`src/rtl/tqv_gpio_pkg.sv`:
```
// rtl/tqv_gpio_pkg.sv - register map, select encoding and write-size decode for tqv_gpio_ctrl
package tqv_gpio_pkg;

    localparam logic [3:0] REG_OUT         = 4'd0;
    localparam logic [3:0] REG_IN          = 4'd1;
    localparam logic [3:0] REG_OE          = 4'd2;
    localparam logic [3:0] REG_SEL_LO      = 4'd3;
    localparam logic [3:0] REG_SEL_HI      = 4'd4;
    localparam logic [3:0] REG_IRQ_RISE_EN = 4'd5;
    localparam logic [3:0] REG_IRQ_FALL_EN = 4'd6;
    localparam logic [3:0] REG_IRQ_STATUS  = 4'd7;
    localparam logic [3:0] REG_OUT_SET     = 4'd8;
    localparam logic [3:0] REG_OUT_CLR     = 4'd9;
    localparam logic [3:0] REG_OUT_TGL     = 4'd10;

    localparam logic [3:0] SEL_GPIO      = 4'd0;
    localparam logic [3:0] SEL_FUNC_BASE = 4'd1;

    localparam logic [1:0] WR_BYTE = 2'b00;
    localparam logic [1:0] WR_HALF = 2'b01;
    localparam logic [1:0] WR_WORD = 2'b10;
    localparam logic [1:0] WR_NONE = 2'b11;
    localparam logic [1:0] RD_NONE = 2'b11;

    // Lanes touched by a write; a zero mask makes every merge a no-op.
    function automatic logic [31:0] write_mask(input logic [1:0] write_n);
        case (write_n)
            WR_BYTE: return 32'h0000_00FF;
            WR_HALF: return 32'h0000_FFFF;
            WR_WORD: return 32'hFFFF_FFFF;
            default: return 32'h0000_0000;
        endcase
    endfunction

endpackage

```
`src/rtl/tqv_gpio_sync_edge.sv`:
```
// rtl/tqv_gpio_sync_edge.sv - per-pin input synchroniser with rise/fall detection
module tqv_gpio_sync_edge
    import tqv_gpio_pkg::*;
#(
    parameter int SYNC_STAGES = 2
) (
    input  logic clk,
    input  logic rst,
    input  logic pin_in,
    output logic sync_val,
    output logic rise,
    output logic fall
);

    logic [SYNC_STAGES-1:0] sync_q;
    logic                   prev_q;

    // prev tracks the last stage even in reset so the first sample after reset
    // is compared against a settled value rather than stale pre-reset state.
    always_ff @(posedge clk) begin
        if (rst) begin
            sync_q <= '0;
        end else begin
            sync_q <= {sync_q[SYNC_STAGES-2:0], pin_in};
        end
        prev_q <= sync_q[SYNC_STAGES-1];
    end

    assign sync_val = sync_q[SYNC_STAGES-1];
    assign rise     = sync_val & ~prev_q;
    assign fall     = ~sync_val & prev_q;

endmodule

```
`src/rtl/tqv_gpio_ctrl.sv`:
```
// rtl/tqv_gpio_ctrl.sv - tinyQV GPIO register file, pin mux and edge interrupts
module tqv_gpio_ctrl
    import tqv_gpio_pkg::*;
#(
    parameter int NUM_PINS    = 8,
    parameter int NUM_FUNCS   = 4,
    parameter int SYNC_STAGES = 2
) (
    input  logic                          clk,
    input  logic                          rst,
    input  logic [3:0]                    addr,
    input  logic [1:0]                    write_n,
    input  logic [1:0]                    read_n,
    input  logic [31:0]                   data_in,
    output logic [31:0]                   data_out,
    input  logic [NUM_PINS-1:0]           pin_in,
    output logic [NUM_PINS-1:0]           pin_out,
    output logic [NUM_PINS-1:0]           pin_oe,
    input  logic [NUM_PINS*NUM_FUNCS-1:0] func_out,
    input  logic [NUM_PINS*NUM_FUNCS-1:0] func_oe,
    output logic                          irq
);

    localparam logic [63:0] SEL_VALID = (64'd1 << (4 * NUM_PINS)) - 64'd1;

    logic [NUM_PINS-1:0] out_q, oe_q, rise_en_q, fall_en_q, status_q;
    logic [63:0]         sel_q;
    logic [NUM_PINS-1:0] in_sync, rise, fall, events;
    logic [31:0]         wmask, wdata, rdata;
    logic [NUM_PINS-1:0] wm, wd, stat_clr;

    assign wmask    = write_mask(write_n);
    assign wdata    = data_in & wmask;
    assign wm       = wmask[NUM_PINS-1:0];
    assign wd       = wdata[NUM_PINS-1:0];
    assign stat_clr = (addr == REG_IRQ_STATUS) ? wd : '0;

    for (genvar p = 0; p < NUM_PINS; p++) begin : g_pin
        tqv_gpio_sync_edge #(
            .SYNC_STAGES(SYNC_STAGES)
        ) u_sync (
            .clk      (clk),
            .rst      (rst),
            .pin_in   (pin_in[p]),
            .sync_val (in_sync[p]),
            .rise     (rise[p]),
            .fall     (fall[p])
        );
    end

    assign events = (rise & rise_en_q) | (fall & fall_en_q);
    assign irq    = |status_q;

    always_ff @(posedge clk) begin
        if (rst) begin
            out_q     <= '0;
            oe_q      <= '0;
            sel_q     <= '0;
            rise_en_q <= '0;
            fall_en_q <= '0;
            status_q  <= '0;
        end else begin
            // New events are ORed in after the clear so a same-cycle set wins.
            status_q <= (status_q & ~stat_clr) | events;
            case (addr)
                REG_OUT:         out_q     <= (out_q & ~wm) | wd;
                REG_OE:          oe_q      <= (oe_q & ~wm) | wd;
                REG_SEL_LO:      sel_q[31:0]  <= ((sel_q[31:0] & ~wmask) | wdata) & SEL_VALID[31:0];
                REG_SEL_HI:      sel_q[63:32] <= ((sel_q[63:32] & ~wmask) | wdata) & SEL_VALID[63:32];
                REG_IRQ_RISE_EN: rise_en_q <= (rise_en_q & ~wm) | wd;
                REG_IRQ_FALL_EN: fall_en_q <= (fall_en_q & ~wm) | wd;
                REG_OUT_SET:     out_q     <= out_q | wd;
                REG_OUT_CLR:     out_q     <= out_q & ~wd;
                REG_OUT_TGL:     out_q     <= out_q ^ wd;
                default: ;
            endcase
        end
    end

    always_comb begin
        rdata = 32'h0;
        case (addr)
            REG_OUT:         rdata = 32'(out_q);
            REG_IN:          rdata = 32'(in_sync);
            REG_OE:          rdata = 32'(oe_q);
            REG_SEL_LO:      rdata = sel_q[31:0];
            REG_SEL_HI:      rdata = sel_q[63:32];
            REG_IRQ_RISE_EN: rdata = 32'(rise_en_q);
            REG_IRQ_FALL_EN: rdata = 32'(fall_en_q);
            REG_IRQ_STATUS:  rdata = 32'(status_q);
            REG_OUT_SET, REG_OUT_CLR, REG_OUT_TGL: rdata = 32'h0;
            default:         rdata = 32'hFFFF_FFFF;
        endcase
    end

    assign data_out = (read_n != RD_NONE) ? rdata : 32'h0;

    always_comb begin
        pin_out = '0;
        pin_oe  = '0;
        for (int p = 0; p < NUM_PINS; p++) begin
            if (sel_q[4*p +: 4] == SEL_GPIO) begin
                pin_out[p] = out_q[p];
                pin_oe[p]  = oe_q[p];
            end
            for (int f = 0; f < NUM_FUNCS; f++) begin
                if (sel_q[4*p +: 4] == SEL_FUNC_BASE + 4'(f)) begin
                    pin_out[p] = func_out[f*NUM_PINS + p];
                    pin_oe[p]  = func_oe[f*NUM_PINS + p];
                end
            end
        end
    end

endmodule

```
`config.mk`:
```
export PLATFORM = sky130hd
export DESIGN_NAME = tqv_gpio_ctrl
export DESIGN_NICKNAME = d
export VERILOG_FILES = /design/src/rtl/tqv_gpio_pkg.sv /design/src/rtl/tqv_gpio_sync_edge.sv /design/src/rtl/tqv_gpio_ctrl.sv
export SDC_FILE = /design/constraint.sdc
export NUM_CORES = 1
export LEC_CHECK = 0
export ABC_AREA = 1
export CAP_MARGIN = 20
export CORE_MARGIN = 2
export CORE_UTILIZATION = 40
export CTS_CLUSTER_DIAMETER = 80
export DETAILED_ROUTE_END_ITERATION = 8
export PLACE_DENSITY = 0.69
export SLEW_MARGIN = 20
export SYNTH_ARGS = -nofsm -noshare
export SYNTH_HDL_FRONTEND = slang
export SYNTH_SLANG_ARGS = --single-unit
```
`constraint.sdc`:
```
create_clock -name clk -period 1.89 [get_ports clk]
set_clock_uncertainty 0.05 [all_clocks]
set_input_delay 0.189 -clock clk [delete_from_list [all_inputs] [get_ports clk]]
set_output_delay 0.189 -clock clk [all_outputs]
set_load 0.01 [all_outputs]
```
==> flow_summary.yaml <==
pwr:
  p_leak_nw: 3.70
  power_density_mw_per_mm2: 623
  p_clk_share_pct: 38.7
  netSwitchingPower_mw: 1.34
  switching_share_pct: 25.5
  ir_drop_mv: 0.636
  seq_power_share_pct: 40.8
  internal_power_mw: 3.92
  combinationalPowerShare_pct: 20.5
final_layout:
  area.growth.synth_to_final_pct: 53.2
  layout_common_cells: "nand2_1 (190), nand3_1 (130), clkdlybuf4s50_1 (109)"
  final_cell_area_mm2: 0.00844
  fin_nets: 1229
  antenna_cells: 0
  final_common_cell: "nand2_1"
  n_fill_cell: 1296
  drive_gt1_share_pct: 18.2
die:
  die_y_um: 121
  start_util_pct: 41.3
  die-area_mm2: 0.0147
  core_area_mm2: 0.0133
  die_w_um: 121
  placementRows: 42
  num_io_pins: 163
yosys:
  ys_types: 22
  synth.cell_area_mm2: 0.00551
  syn_avg_cell_area_um2: 6.30
  yosysSeqAreaShare_pct: 34.9
  synth_fp_nets: 999
  netlist_instances: 875
  ys_ff_latch: 96
  synth_warnings: 0
global_routing:
  grt_overflow_total: 0
  grt_pass1_wl_um: 31600
  track_usage_pct: 27.2
  grt_pass1_vias: 6148
  grt_max_degree: 49
  antenna_found_initial: 0
sta:
  drv_slew: 0
  worst_slack_ns: 0.0761
  finalCriticalPeriod_ns: 1.81
  max_freq_ghz: 0.551
  max_slew.worst_pin.slew_ns: 0.606
  finalSetupViolCount: 0
  fin_crit_sh_pct: 96.0
  max-slew-margin-rel_pct: 59.4
  hold_viol: 0
setup_path:
  r2r_end: "out_q[7]"
  worst-r2r-setup-slack_ns: 0.60
  ff2ff_path_depth: 7
  r2r_start: "out_q[7]"
  crit_path_start_kind: "flop"
  crit_type: "flop to output port"
  path_max_fanout: 3
  cp.required_ns: 1.65
  critPathArrivalTime_ns: 1.57
  crit_slowest_cell: "clkdlybuf4s50_1"
  end_kind: "output port"
  max_stage_delay_ns: 0.50
  cp_cell_sequence: "nor4_2 > nand2_1 > clkdlybuf4s50_1"
clock_network:
  htree_levels: 3
  cts-root-buf: "clkbuf_16"
  cts_tree: "built"
  numClockSinks: 96
  clk_pin_slew_ns: 0.06
  cts_buffers: 9
  clock_latency_ns: 0.34
  clock_path_buffers: 2
place:
  dp_hpwl_um: 14800
  place.gp.congestion: 0.915
  dp_slack_ns: -0.610
  port_buffers: 162
  place_area_mm2: 0.00794
hold_path:
  hold_path_class: "primary input to flop"
  holdPathStages: 3
  hp-start: "pin_in[7]"
  worst_hold_path.endpoint: "g_pin[7].u_sync.sync_q[0]"
drt:
  via_per_inst: 5.20
  drtIter0Drc: 517
  drc: 0
  dr_total_vias: 6682
  drt-wirelength-per-cell_um: 15.5
  wl_met2_um: 9350
  totalWireLength_um: 20000
  top_layer_used: "met4"
  first_pass_iters: 7
  route.met3.wl_um: 1510
  wl_met1_um: 8770
  ant_nets: 0
status:
  outcome: "finished, final reports clean"
job:
  drv_cap: 0
[synthesized netlist by cell type]
master / instances / area (um^2)
o21ai_1: 1 / 5.00
nand2_1: 193 / 724
buf_1: 2 / 7.51
nor2_4: 2 / 22.5
nand3_1: 130 / 651
dfxtp_1: 96 / 1920
nand2_4: 1 / 11.3
o21ai_0: 59 / 295
a21oi_1: 98 / 490
nand3b_1: 4 / 30.0
clkbuf_1: 19 / 71.3
a31oi_1: 8 / 50.1
nand4_1: 30 / 188
nand3_2: 1 / 10.0
ha_1: 10 / 125
inv_1: 90 / 338
buf_4: 3 / 22.5
nor2_1: 91 / 342
buf_2: 20 / 100
nand2_2: 3 / 18.8
nor2_2: 4 / 25.0
nor4_1: 10 / 62.6
[metal layers]
metal | global-route usage [%] | vias to the layer above
met4 | 7.61 | 0
met3 | 4.75 | 26
met5 | 0 | -
met1 | 35.0 | 3040
li1 | - | 3385
met2 | 46.7 | 231
[area by class of cell]
cell class | instances | area, um^2 | share of cell area (%)
clock buffers | 10 | 229 | 2.71
clock inverters | 4 | 95.1 | 1.13
repair buffers | 263 | 2380 | 28.2
well taps | 176 | 220 | 2.61
flip-flops and latches | 96 | 1960 | 23.2
inverters | 90 | 338 | 4.00
multi-input cells | 645 | 3230 | 38.2
[through the flow]
stage / hold WS, ns / power (mW) / std cells / TNS, ns / util, %
after detailed placement: 0.330 / 3.28 / 1261 / -23.40 / 59.5
after global placement: 0.329 / 3.28 / 1261 / -22.28 / 59.5
after CTS: 0.303 / 5.27 / 1283 / 0 / 63.0
final: 0.309 / 5.26 / 1284 / 0 / 63.3
after global routing: 0.329 / 5.46 / 1284 / -0.0227 / 63.3
after floorplan: 0.246 / 2.59 / 875 / 0 / -
[worst max path at each step]
stage / endpoint / from / depth (start not counted) / slack (ns)
after floorplan: out_q[7] / write_n[0] / 11 / 0.31
after global placement: data_out[4] / addr[0] / 11 / -0.56
after detailed placement: data_out[4] / addr[0] / 11 / -0.61
after CTS: data_out[7] / addr[0] / 11 / 0.02
after global routing: irq / status_q[7] / 3 / -0.02
final: irq / status_q[7] / 3 / 0.08
[cell families (layout without fill, tap and decap cells)]
logic type	Yosys count	count (layout)	synth area share [%]
compound gates	166	166	15.3
flops	96	96	34.9
fa+ha+maj	10	10	2.27
buf+inv	134	367	9.78
simple gates	469	469	37.8
[power groups by stage]
stage,combinational [mW],sequential [mW],clock [mW]
6_report,1.08,2.15,2.04
5_1_grt,1.17,2.15,2.14
4_1_cts,1.07,2.14,2.05
3_5_place_dp,1.09,2.19,0
3_3_place_gp,1.09,2.19,0
2_1_floorplan,0.420,2.17,0
[critical path, delay by kind of cell (launching register included)]
family	cells	cell delay (ns)
and+or+nand+nor	2	0.40
buffers and inverters	1	0.50
DFF	1	0.34
[timing repair]
action,in CTS,in global routing
resized for setup,150,37
cloned,2,0
buffers inserted,6,1
pin swaps,7,3
setup endpoints to repair,48,30
hold buffers,0,0
(Power assumes the default switching activity.)
